<file path="src/rtl/accelerator_tensor_stream_sequencer.sv">
// Multi-channel synthetic tensor stimulus sequencer: streams SIZE_I x SIZE_J elements per
// enabled channel with I_ENABLE/J_ENABLE strobes, then kicks the accelerator and waits for READY.
module accelerator_tensor_stream_sequencer #(
  parameter int DATA_SIZE    = 64,
  parameter int CONTROL_SIZE = 64,
  parameter int CHANNELS     = 4,
  localparam int CH_W        = (CHANNELS > 1) ? $clog2(CHANNELS) : 1
) (
  input  logic                    CLK,
  input  logic                    RST,
  input  logic                    START,
  input  logic [1:0]              MODE,
  input  logic [DATA_SIZE-1:0]    SEED,
  input  logic [DATA_SIZE-1:0]    SIZE_I_IN,
  input  logic [DATA_SIZE-1:0]    SIZE_J_IN,
  input  logic [CHANNELS-1:0]     CHANNEL_MASK,
  input  logic [CONTROL_SIZE-1:0] TIMEOUT_CYCLES,
  input  logic                    STALL,
  output logic [DATA_SIZE-1:0]    DATA_OUT,
  output logic [CH_W-1:0]         CHANNEL_OUT,
  output logic                    I_ENABLE,
  output logic                    J_ENABLE,
  output logic                    ACC_START,
  input  logic                    ACC_READY,
  output logic                    BUSY,
  output logic                    DONE,
  output logic                    TIMEOUT_ERROR,
  output logic [DATA_SIZE-1:0]    ELEMENT_COUNT
);

  typedef enum logic [2:0] {
    S_IDLE, S_LOAD, S_STREAM, S_KICK, S_WAIT, S_FINISH
  } state_t;

  localparam logic [DATA_SIZE-1:0]    D_ONE = 1;
  localparam logic [CONTROL_SIZE-1:0] C_ONE = 1;

  state_t                  state_q, state_d;
  logic [1:0]              mode_q, mode_d;
  logic [DATA_SIZE-1:0]    seed_q, seed_d;
  logic [DATA_SIZE-1:0]    size_i_q, size_i_d;
  logic [DATA_SIZE-1:0]    size_j_q, size_j_d;
  logic [CHANNELS-1:0]     mask_q, mask_d;
  logic [CONTROL_SIZE-1:0] tmo_q, tmo_d;
  logic [CONTROL_SIZE-1:0] wait_q, wait_d;
  logic [CH_W-1:0]         ch_q, ch_d;
  logic [DATA_SIZE-1:0]    i_q, i_d;
  logic [DATA_SIZE-1:0]    j_q, j_d;
  logic [DATA_SIZE-1:0]    pat_q, pat_d;
  logic [DATA_SIZE-1:0]    data_q, data_d;
  logic [CH_W-1:0]         chout_q, chout_d;
  logic                    ien_q, ien_d;
  logic                    jen_q, jen_d;
  logic                    acc_start_q, acc_start_d;
  logic                    done_q, done_d;
  logic                    err_q, err_d;
  logic [DATA_SIZE-1:0]    count_q, count_d;
  logic [CH_W:0]           fc;

  function automatic logic [DATA_SIZE-1:0] pattern_init(input logic [1:0] mode,
                                                        input logic [DATA_SIZE-1:0] seed);
    if (mode == 2'b10 && seed == '0) return D_ONE;
    return seed;
  endfunction

  function automatic logic [DATA_SIZE-1:0] pattern_next(input logic [1:0] mode,
                                                        input logic [DATA_SIZE-1:0] d);
    case (mode)
      2'b01:   return d;
      2'b10:   return {d[DATA_SIZE-2:0], d[DATA_SIZE-1] ^ d[DATA_SIZE-2]};
      default: return d + D_ONE;
    endcase
  endfunction

  // Returns {found, index} of the lowest set mask bit at or above 'first'.
  function automatic logic [CH_W:0] find_ch(input logic [CHANNELS-1:0] m, input int first);
    logic [CH_W:0] r;
    r = '0;
    for (int c = CHANNELS - 1; c >= 0; c--) begin
      if (c >= first && m[c]) r = {1'b1, c[CH_W-1:0]};
    end
    return r;
  endfunction

  always_comb begin
    state_d     = state_q;
    mode_d      = mode_q;
    seed_d      = seed_q;
    size_i_d    = size_i_q;
    size_j_d    = size_j_q;
    mask_d      = mask_q;
    tmo_d       = tmo_q;
    wait_d      = wait_q;
    ch_d        = ch_q;
    i_d         = i_q;
    j_d         = j_q;
    pat_d       = pat_q;
    data_d      = data_q;
    chout_d     = chout_q;
    ien_d       = 1'b0;
    jen_d       = 1'b0;
    acc_start_d = 1'b0;
    done_d      = 1'b0;
    err_d       = err_q;
    count_d     = count_q;
    fc          = '0;
    case (state_q)
      S_IDLE: begin
        if (START) begin
          mode_d   = MODE;
          seed_d   = SEED;
          size_i_d = SIZE_I_IN;
          size_j_d = SIZE_J_IN;
          mask_d   = CHANNEL_MASK;
          tmo_d    = TIMEOUT_CYCLES;
          count_d  = '0;
          err_d    = 1'b0;
          state_d  = S_LOAD;
        end
      end
      S_LOAD: begin
        fc     = find_ch(mask_q, 0);
        ch_d   = fc[CH_W-1:0];
        i_d    = '0;
        j_d    = '0;
        wait_d = '0;
        pat_d  = pattern_init(mode_q, seed_q);
        if (fc[CH_W] && size_i_q != '0 && size_j_q != '0) state_d = S_STREAM;
        else                                              state_d = S_FINISH;
      end
      S_STREAM: begin
        if (!STALL) begin
          jen_d   = 1'b1;
          ien_d   = (j_q == '0);
          data_d  = pat_q;
          chout_d = ch_q;
          count_d = count_q + D_ONE;
          pat_d   = pattern_next(mode_q, pat_q);
          if (j_q == size_j_q - D_ONE) begin
            j_d = '0;
            if (i_q == size_i_q - D_ONE) begin
              // Channel finished: hop straight to the next enabled channel with no bubble.
              i_d   = '0;
              pat_d = pattern_init(mode_q, seed_q);
              fc    = find_ch(mask_q, int'(ch_q) + 1);
              if (fc[CH_W]) ch_d = fc[CH_W-1:0];
              else          state_d = S_KICK;
            end else begin
              i_d = i_q + D_ONE;
            end
          end else begin
            j_d = j_q + D_ONE;
          end
        end
      end
      S_KICK: begin
        acc_start_d = 1'b1;
        state_d     = S_WAIT;
      end
      S_WAIT: begin
        // READY takes priority over a timeout expiring in the same cycle.
        if (ACC_READY) begin
          state_d = S_FINISH;
        end else if (tmo_q != '0 && wait_q + C_ONE == tmo_q) begin
          err_d   = 1'b1;
          state_d = S_FINISH;
        end else begin
          wait_d = wait_q + C_ONE;
        end
      end
      S_FINISH: begin
        done_d  = 1'b1;
        state_d = S_IDLE;
      end
      default: state_d = S_IDLE;
    endcase
  end

  always_ff @(posedge CLK) begin
    if (!RST) begin
      state_q     <= S_IDLE;
      data_q      <= '0;
      chout_q     <= '0;
      ien_q       <= 1'b0;
      jen_q       <= 1'b0;
      acc_start_q <= 1'b0;
      done_q      <= 1'b0;
      err_q       <= 1'b0;
      count_q     <= '0;
    end else begin
      state_q     <= state_d;
      data_q      <= data_d;
      chout_q     <= chout_d;
      ien_q       <= ien_d;
      jen_q       <= jen_d;
      acc_start_q <= acc_start_d;
      done_q      <= done_d;
      err_q       <= err_d;
      count_q     <= count_d;
    end
  end

  // Run configuration and walk counters are always (re)loaded before use.
  always_ff @(posedge CLK) begin
    mode_q   <= mode_d;
    seed_q   <= seed_d;
    size_i_q <= size_i_d;
    size_j_q <= size_j_d;
    mask_q   <= mask_d;
    tmo_q    <= tmo_d;
    wait_q   <= wait_d;
    ch_q     <= ch_d;
    i_q      <= i_d;
    j_q      <= j_d;
    pat_q    <= pat_d;
  end

  assign DATA_OUT      = data_q;
  assign CHANNEL_OUT   = chout_q;
  assign I_ENABLE      = ien_q;
  assign J_ENABLE      = jen_q;
  assign ACC_START     = acc_start_q;
  assign BUSY          = (state_q != S_IDLE);
  assign DONE          = done_q;
  assign TIMEOUT_ERROR = err_q;
  assign ELEMENT_COUNT = count_q;

endmodule

</file>
<file path="config.mk">
export PLATFORM = sky130hd
export DESIGN_NAME = accelerator_tensor_stream_sequencer
export DESIGN_NICKNAME = d
export VERILOG_FILES = /design/src/rtl/accelerator_tensor_stream_sequencer.sv
export SDC_FILE = /design/constraint.sdc
export NUM_CORES = 1
export LEC_CHECK = 0
export ABC_AREA = 0
export ABC_CLOCK_PERIOD_IN_PS = 17700
export CAP_MARGIN = 0
export CORE_MARGIN = 8
export CORE_UTILIZATION = 35
export CTS_BUF_LIST = sky130_fd_sc_hd__clkbuf_4
export DETAILED_ROUTE_END_ITERATION = 16
export GPL_TIMING_DRIVEN = 0
export PLACE_DENSITY = 0.65
export SLEW_MARGIN = 10
export SYNTH_ARGS = -nofsm -noshare
export SYNTH_HDL_FRONTEND = slang
export SYNTH_SLANG_ARGS = --single-unit
export TNS_END_PERCENT = 50
</file>
<file path="constraint.sdc">
create_clock -name CLK -period 17.7 [get_ports CLK]
set_input_delay 3.54 -clock CLK [delete_from_list [all_inputs] [get_ports CLK]]
set_output_delay 3.54 -clock CLK [all_outputs]
set_load 0.02 [all_outputs]
</file>
After elaboration in Yosys (flattened, before gate mapping)
Cells that the tools add are included.
{ "op_classes": {"n_eq_ne": 20, "magnitude_cmp": 4, "n_reduce_logical": 30, "addsub": 8, "n_bitwise": 4, "mux": 61} }
{ "ops": {"columns": ["operator", "n"], "rows": [
  ["2-to-1 mux 64 bit", 15],
  ["one-hot mux 64 bit (2 select lines)", 6],
  ["adder 64 x 1 -> 64 bit, second input constant", 5],
  ["equality test 64 bit", 3],
  ["nonzero test 64 bit", 3],
  ["logical NOT 64 bit", 2],
  ["subtractor 64 x 1 -> 64 bit, second input constant", 2],
  ["2-to-1 mux 3 bit", 21],
  ["!= test 2 bit, second input constant", 9],
  ["one-hot mux 3 bit (5 select lines)", 1],
  ["2-to-1 mux 1 bit", 12],
  ["AND reduction 3 bit", 3],
  ["logical AND 1 bit", 8],
  ["2-to-1 mux 2 bit", 4],
  ["AND reduction 2 bit", 4],
  ["nonzero test 2 bit", 4],
  ["equality test 3 x 2 -> 1 bit, second input constant", 2],
  ["equality test 3 bit, second input constant", 2],
  ["greater-or-equal comparator 1 x 3 -> 1 bit, first input constant", 2],
  ["greater-or-equal comparator 2 x 3 -> 1 bit, first input constant", 2],
  ["AND reduction 6 bit", 1],
  ["AND reduction 5 bit", 1],
  ["one-hot mux 2 bit (2 select lines)", 1],
  ["AND reduction 4 bit", 1],
  ["other kinds (11)", 13]
]} }
{ "totals": {"ff_bits": 658, "word_cells": 147} }

Depth between registers and ports, before layout
Gate-level depths: netlist of run 1.
{ "depth": {"ltp_word": 16, "ltp_mapped": 15} }

Worst setup path before layout of run 1
No wires, ideal clock.
{ "synth_timing": {"path_kind": "in2reg", "from": "input port START", "to": "register mask_q[0], enable pin", "path_slack_ns": 2.413, "setup_time_ns": 0.891, "path_buffers": 0, "path_stages": 2, "arrival_ns": 14.396, "path_cell_list": "inv_1 > nor2_1"} }
{ "synth_between": {"elab_chain_len": 1} }
{ "synth_rtl": {"columns": ["item", "line_no", "text"], "rows": [
  ["start, declared", "11", "input logic START,"],
  ["AND reduction 2 bit (no source line)", null, null],
  ["end signal, assigned", "209", "mask_q <= mask_d;"],
  ["end, declared", "43", "logic [CHANNELS-1:0] mask_q, mask_d;"]
]} }
Every way passes these cells.
A chain may end at the register's enable or synchronous reset.

Final worst setup path of run 1
{ "layout_timing": {"from": "input port STALL", "to": "register count_q[56], in the netlist ELEMENT_COUNT[56]"} }
{ "layout_between": {"elab_chain_len": 2} }
{ "layout_rtl": {"columns": ["item", "line_no", "text"], "rows": [
  ["start, declared", "18", "input logic STALL,"],
  ["!= test 2 bit (no source line)", null, null],
  ["AND reduction 3 bit (no source line)", null, null],
  ["end signal, assigned", "199", "count_q <= count_d;"],
  ["end, declared", "57", "logic [DATA_SIZE-1:0] count_q, count_d;"]
]} }
Every way passes these cells.

==> results of run 1 <==
stage by stage:
stage                     TNS, ns  utilization (%)  instance area, sq um
after detailed placement        0             41.3                 42800
after global routing            0             43.7                 45300
after floorplan                 0                -                 36500
after global placement    -957.99             40.9                 42300
final                           0             43.7                 45300
after CTS                       0             43.7                 45200
where the power goes:
| group | switching (W) | internal (W) |
|---|---|---|
| clock network | 0.000693 | 0.000782 |
| registers | 0.000631 | 0.00234 |
| logic | 0.00148 | 0.000989 |
| total | 0.00281 | 0.00412 |
layout make-up:
| cell class | count | area (sq um) |
|---|---|---|
| multi-input cells | 2717 | 17300 |
| plain buffers | 167 | 706 |
| clock buffers | 267 | 2000 |
| diodes | 9 | 22.5 |
| well taps | 1380 | 1730 |
| repair buffers | 422 | 4470 |
| inverters | 63 | 236 |
| fillers | 9921 | 58200 |
| flip-flops and latches | 658 | 18400 |
| clock inverters | 59 | 443 |
worst max-delay path, stage by stage:
cell and delay [ns]:
clkdlybuf4s50_1 0.51, inv_1 0.15, nand2_1 0.26, o21ai_1 0.60, nand3_1 0.37, nor4_2 0.75
nand4_1 0.43, nor2_1 0.36, nand4_1 0.15, xor2_1 0.16, nor2_1 0.05
layout by cell type, fill, tap and decap left out, types with 12 or more instances in the layout:
cell	netlist	layout
or4_1	41	41
nand3_1	162	162
nor2b_1	18	18
nor3_1	120	120
inv_1	63	63
clkinv_2	0	15
nor4_1	143	141
clkinv_1	0	26
a211oi_1	31	31
mux2_4	32	32
nor4_2	11	12
edfxtp_1	520	520
clkbuf_1	134	134
and4_1	33	33
a32o_1	14	14
dfxtp_1	138	138
a21oi_1	73	72
a31oi_1	31	31
xnor2_1	284	284
buf_2	12	12
clkdlybuf4s50_1	0	402
a2bb2oi_1	21	21
nor2_1	407	405
or3_1	48	48
clkbuf_4	0	267
mux2i_1	16	16
or2_2	20	20
xor2_1	199	199
and2_1	25	24
nand4_1	111	111
and3_1	67	67
nand2b_1	24	24
o21ai_0	87	87
o31ai_1	18	18
a21boi_0	72	72
nand2_1	381	381
nand3b_1	14	14
layer usage:
| layer | wire (um) | share of wire (%) |
|---|---|---|
| met1 | 55900 | 43 |
| met2 | 57500 | 44 |
| met3 | 12100 | 9.3 |
| met4 | 4220 | 3.3 |
| met5 | 41 | 0.032 |
logic make-up after synthesis:
kind of cell | after synthesis
flops | 658
fa+ha+maj | 10
simple gates | 1681
mux | 53
buf+inv | 230
xor+xnor | 485
compound gates | 488
path summary, 6_finish.rpt:
path	slack (ns)	startpoint	depth (start not counted)	end
max	11.27	STALL	11	ELEMENT_COUNT[56]
min	0.46	DATA_OUT[34]	2	DATA_OUT[34]
max reg2reg	11.82	size_i_q[0]	13	ch_q[0]
min reg2reg	0.46	DATA_OUT[34]	2	DATA_OUT[34]
==> flow_summary.json, run 1 <==
{
  "layout.nets": 4490,
  "synth_top_family_by_area": "simple AND/OR/NAND/NOR gates",
  "place_ws_ns": 9.69,
  "initial_core_util_pct": 35.3,
  "wl_per_cell_um": 22.6,
  "yosysTopAreaCell": "edfxtp_1",
  "antenna_found_initial": 10,
  "ys.flop_type": "edfxtp_1",
  "cts_sinks": 658,
  "area_delta_synth_final_pct": 23.9,
  "critPathCaptureType": "register",
  "place.gp.congestion": 0.986,
  "firstDrtPassIters": 8,
  "power.leakage_nw": 14.3,
  "fp.dieH_um": 339,
  "synth_cells": 3605,
  "ys_warn_count": 0,
  "avgSynthCellArea_sq_um": 10.1,
  "syn-num-nets": 3882,
  "hold_violations": 0,
  "powerDensity_nw_per_um2": 153,
  "startpoint_type": "primary input",
  "period_share_pct": 36.3,
  "ys_seq_area_share_pct": 50.3,
  "cts_root_buf": "clkbuf_4",
  "pin_count": 403,
  "maxSlewViolCount": 0,
  "grt_max_degree": 55,
  "gr-total-overflow": 0,
  "numPortBuffers": 402,
  "whs_ns": 0.463,
  "die-area_sq_um": 115000,
  "yosysMostFrequentCell": "edfxtp_1",
  "tritoncts": "built",
  "drtAntennaViolNets": 0,
  "worstSetupPathType": "primary input to register",
  "critical_path.max_fanout": 7,
  "ir_drop_mv": 0.0941,
  "synthTopCellsByCount": "520 x edfxtp_1, 407 x nor2_1, 381 x nand2_1",
  "fin_crit_ns": 6.43,
  "grt_pass1_wl_um": 193000,
  "numCtsBuffers": 184,
  "stdcell_count": 5742,
  "num_rows": 118,
  "hold_buffers": 0,
  "post_cts_buffers": 0,
  "worst_slew_pin_slew_ns": 1.12,
  "groute.layer.met2.usage_pct": 33.1,
  "dp_hpwl_um": 99900,
  "synth-seq-cells": 658,
  "synth-compound-area-share_pct": 9.56,
  "setup-violations-final": 0,
  "grt_busiest_layer": "met2",
  "max_freq_mhz": 156,
  "critPathRequiredTime_ns": 18.62,
  "slew_headroom_pct": 24.5,
  "maxCapViolCount": 0,
  "min_path_type": "register to register",
  "via_per_inst": 5.54,
  "synth_cell_types": 91,
  "grt_use_met3_pct": 5.98,
  "clockBufferDepth": 3,
  "synthMuxAreaShare_pct": 1.91,
  "htree_levels": 4,
  "yosys.area_share.simple_pct": 23.6,
  "synth_area_leaders": "edfxtp_1 43%, dfxtp_1 7.6%, xnor2_1 6.8%",
  "clkLatencyLatePin_ns": 1.10,
  "synth-xor-area-share_pct": 11.7,
  "synth_adder_area_share_pct": 0.343,
  "crit_arrival_ns": 7.35,
  "netlist.area_leader.share_pct": 42.7,
  "synthArstFlopShare_pct": 0,
  "clkTransAtPathRegs_ns": 0.06,
  "synth_edf_count": 520,
  "dr.first_iter.drc_count": 3361,
  "vias": 31800,
  "drive_gt1_share_pct": 10.4,
  "grt_pass1_vias": 30800,
  "synth_area_sq_um": 36500,
  "wirelength_um": 130000,
  "ctsResizeCount": 0,
  "dp_cells": 5407,
  "power_w": 0.00692,
  "drc": 0,
  "grt_setup_unrepaired": "false",
  "grt_usage_pct": 21.7,
  "fin_ws_ns": 11.27,
  "die_x_um": 339,
  "core_sq_um": 103000,
  "status": "complete, no violations",
  "grtUsageMet1_pct": 29.2,
  "fin_skew_ns": 0.0871
}
(Power assumes the default switching activity.)
==> run 2: changes to the inputs <==
--- a/config.mk
+++ b/config.mk
@@ -6,14 +6,14 @@
 export NUM_CORES = 1
 export LEC_CHECK = 0
 export ABC_AREA = 0
-export ABC_CLOCK_PERIOD_IN_PS = 17700
+export ABC_CLOCK_PERIOD_IN_PS = 5600
 export CAP_MARGIN = 0
 export CORE_MARGIN = 8
 export CORE_UTILIZATION = 35
 export CTS_BUF_LIST = sky130_fd_sc_hd__clkbuf_4
 export DETAILED_ROUTE_END_ITERATION = 16
 export GPL_TIMING_DRIVEN = 0
-export PLACE_DENSITY = 0.65
+export PLACE_DENSITY = 0.67
 export SLEW_MARGIN = 10
 export SYNTH_ARGS = -nofsm -noshare
 export SYNTH_HDL_FRONTEND = slang
==> constraint.sdc (replaced) <==
create_clock -name CLK -period 5.6 [get_ports CLK]
set_input_delay 1.12 -clock CLK [delete_from_list [all_inputs] [get_ports CLK]]
set_output_delay 1.12 -clock CLK [all_outputs]
set_load 0.02 [all_outputs]
==> run 2 against run 1 <==
Utilization about the same. Via count down 0.48%. Clock power grew to 3.1 times the previous value. Critical endpoint is now ch_q[0]. Largest cell class unchanged. Largest power group unchanged.
==> flow_summary.json, run 2 (same netlist as run 1, synthesis figures left out) <==
{
  "drc": 0,
  "grt_use_met3_pct": 6.10,
  "fin_crit_ns": 5.42,
  "tritoncts": "built",
  "die-area_sq_um": 115000,
  "num_rows": 118,
  "period_share_pct": 96.8,
  "numCtsBuffers": 184,
  "grt_pass1_vias": 30700,
  "max_freq_mhz": 185,
  "layout.nets": 4492,
  "grt_usage_pct": 21.6,
  "numPortBuffers": 402,
  "cp_num_buf_inv": 2,
  "r2r_cells": 13,
  "hold_violations": 0,
  "drive_gt1_share_pct": 10.3,
  "min_path_type": "register to register",
  "crit_path_max_incr_delay_ns": 0.75,
  "grt_max_degree": 58,
  "die_x_um": 339,
  "critPathCaptureType": "register",
  "drtAntennaViolNets": 0,
  "setup-violations-final": 0,
  "area_delta_synth_final_pct": 23.9,
  "antenna_found_initial": 16,
  "power.leakage_nw": 14.4,
  "slew_headroom_pct": 29.3,
  "wl_per_cell_um": 22.5,
  "initial_core_util_pct": 35.3,
  "min_from": "DATA_OUT[21]",
  "setup_tns_ns": 0,
  "htree_levels": 4,
  "fin_skew_ns": 0.109,
  "pin_count": 403,
  "via_per_inst": 5.49,
  "cts_root_buf": "clkbuf_4",
  "worst_slew_pin_slew_ns": 1.05,
  "clockBufferDepth": 3,
  "firstDrtPassIters": 6,
  "powerDensity_nw_per_um2": 478,
  "ir_drop_mv": 0.236,
  "wirelength_um": 129000,
  "maxSlewViolCount": 0,
  "fin_ws_ns": 0.181,
  "grt_busiest_layer": "met2",
  "worstSetupPathType": "register to register",
  "critical_path.max_fanout": 10,
  "clkLatencyLatePin_ns": 1.10,
  "holdPathEnd": "DATA_OUT[21]",
  "cts_sinks": 658,
  "grtUsageMet1_pct": 28.6,
  "status": "complete, no violations",
  "worstReg2RegEnd": "ch_q[0]",
  "fp.dieH_um": 339,
  "min_path_cells": 2,
  "grt_setup_unrepaired": "false",
  "slowest_stage": "or4_1",
  "critPathRequiredTime_ns": 6.32,
  "crit_arrival_ns": 6.14,
  "r2r_start": "size_i_q[0]",
  "core_sq_um": 103000,
  "vias": 31600,
  "place_ws_ns": -0.336,
  "place.gp.congestion": 0.973,
  "path_cells": "inv_1 -> ha_1 -> nor3b_2 -> nand4_1 -> or4_1 -> nor4_1 -> xnor2_1 -> a2111oi_0 -> nand4_1 -> nor4_1 -> nand2_1 -> clkbuf_1 -> a21oi_1",
  "final_common_cell": "edfxtp_1",
  "startpoint_type": "register",
  "whs_ns": 0.461,
  "maxCapViolCount": 0,
  "dr.first_iter.drc_count": 3015,
  "final_cell_mix": "520 x edfxtp_1, 405 x nor2_1, 402 x clkdlybuf4s50_1, 381 x nand2_1, 284 x xnor2_1",
  "clkTransAtPathRegs_ns": 0.07,
  "dp_hpwl_um": 100000,
  "gr-total-overflow": 0,
  "cpLargestDelayFamily": "simple AND/OR/NAND/NOR gates",
  "grt_pass1_wl_um": 193000,
  "ff2ff_setup_slack_ns": 0.18,
  "groute.layer.met2.usage_pct": 33.4
}
## run 2: repair_timing
action / 4_1_cts / 5_1_grt
gates resized for setup: 3 / 12
hold buffers: 0 / 0
buffers inserted: 1 / 3
pin swaps: 1 / 1
endpoints found under the setup margin: 150 / 150
endpoints found under the hold margin: 0 / 0
## run 2: layout make-up
type	instances	area [sq um]
clock inverters	69	385
diodes	18	45.0
fillers	9918	58200
repair buffers	424	4420
clock buffers	267	2000
well taps	1380	1730
flip-flops and latches	658	18400
plain buffers	167	706
multi-input cells	2717	17400
inverters	63	236
## run 2: layer usage
metal	vias to the layer above	routed length, um
met3	277	12000
met2	1443	57600
met1	15200	55400
met5	-	41
li1	14700	-
met4	6	4400
## run 2: worst max path at each step
stage	end	cells past startpoint	slack [ns]	startpoint
after global placement	i_q[27]	5	-4.30	STALL
final	ch_q[0]	13	0.18	size_i_q[0]
after detailed placement	i_q[27]	14	-0.34	size_j_q[0]
after CTS	i_q[37]	13	0.05	size_j_q[17]
after floorplan	i_q[0]	4	-1.17	STALL
after global routing	ch_q[0]	13	0.007	size_i_q[0]
## run 2: power breakdown
part | internal, W | total, W | switching, W
Sequential | 0.00741 | 0.00940 | 0.00199
Clock | 0.00234 | 0.00453 | 0.00219
Combinational | 0.00307 | 0.00770 | 0.00463
Total | 0.0128 | 0.0216 | 0.00881
## run 2: per-stage QoR
stage / instances / utilization (%) / instance area (sq um) / power, W
global route: 5754 / 43.7 / 45200 / 0.0229
finish: 5763 / 43.7 / 45300 / 0.0216
floorplan: 3605 / - / 36500 / 0.0139
global placement: 5387 / 40.9 / 42300 / 0.0169
CTS: 5742 / 43.6 / 45100 / 0.0217
detailed placement: 5405 / 41.2 / 42700 / 0.0170
## run 2: worst register-to-register path, cell delays in order (launching register included)
cell and delay [ns]:
edfxtp_1 0.45, inv_1 0.09, ha_1 0.21, nor3b_2 0.39, nand4_1 0.43, or4_1 0.76
nor4_1 0.35, xnor2_1 0.18, a2111oi_0 0.65, nand4_1 0.16, nor4_1 0.46, nand2_1 0.25
clkbuf_1 0.38, a21oi_1 0.34
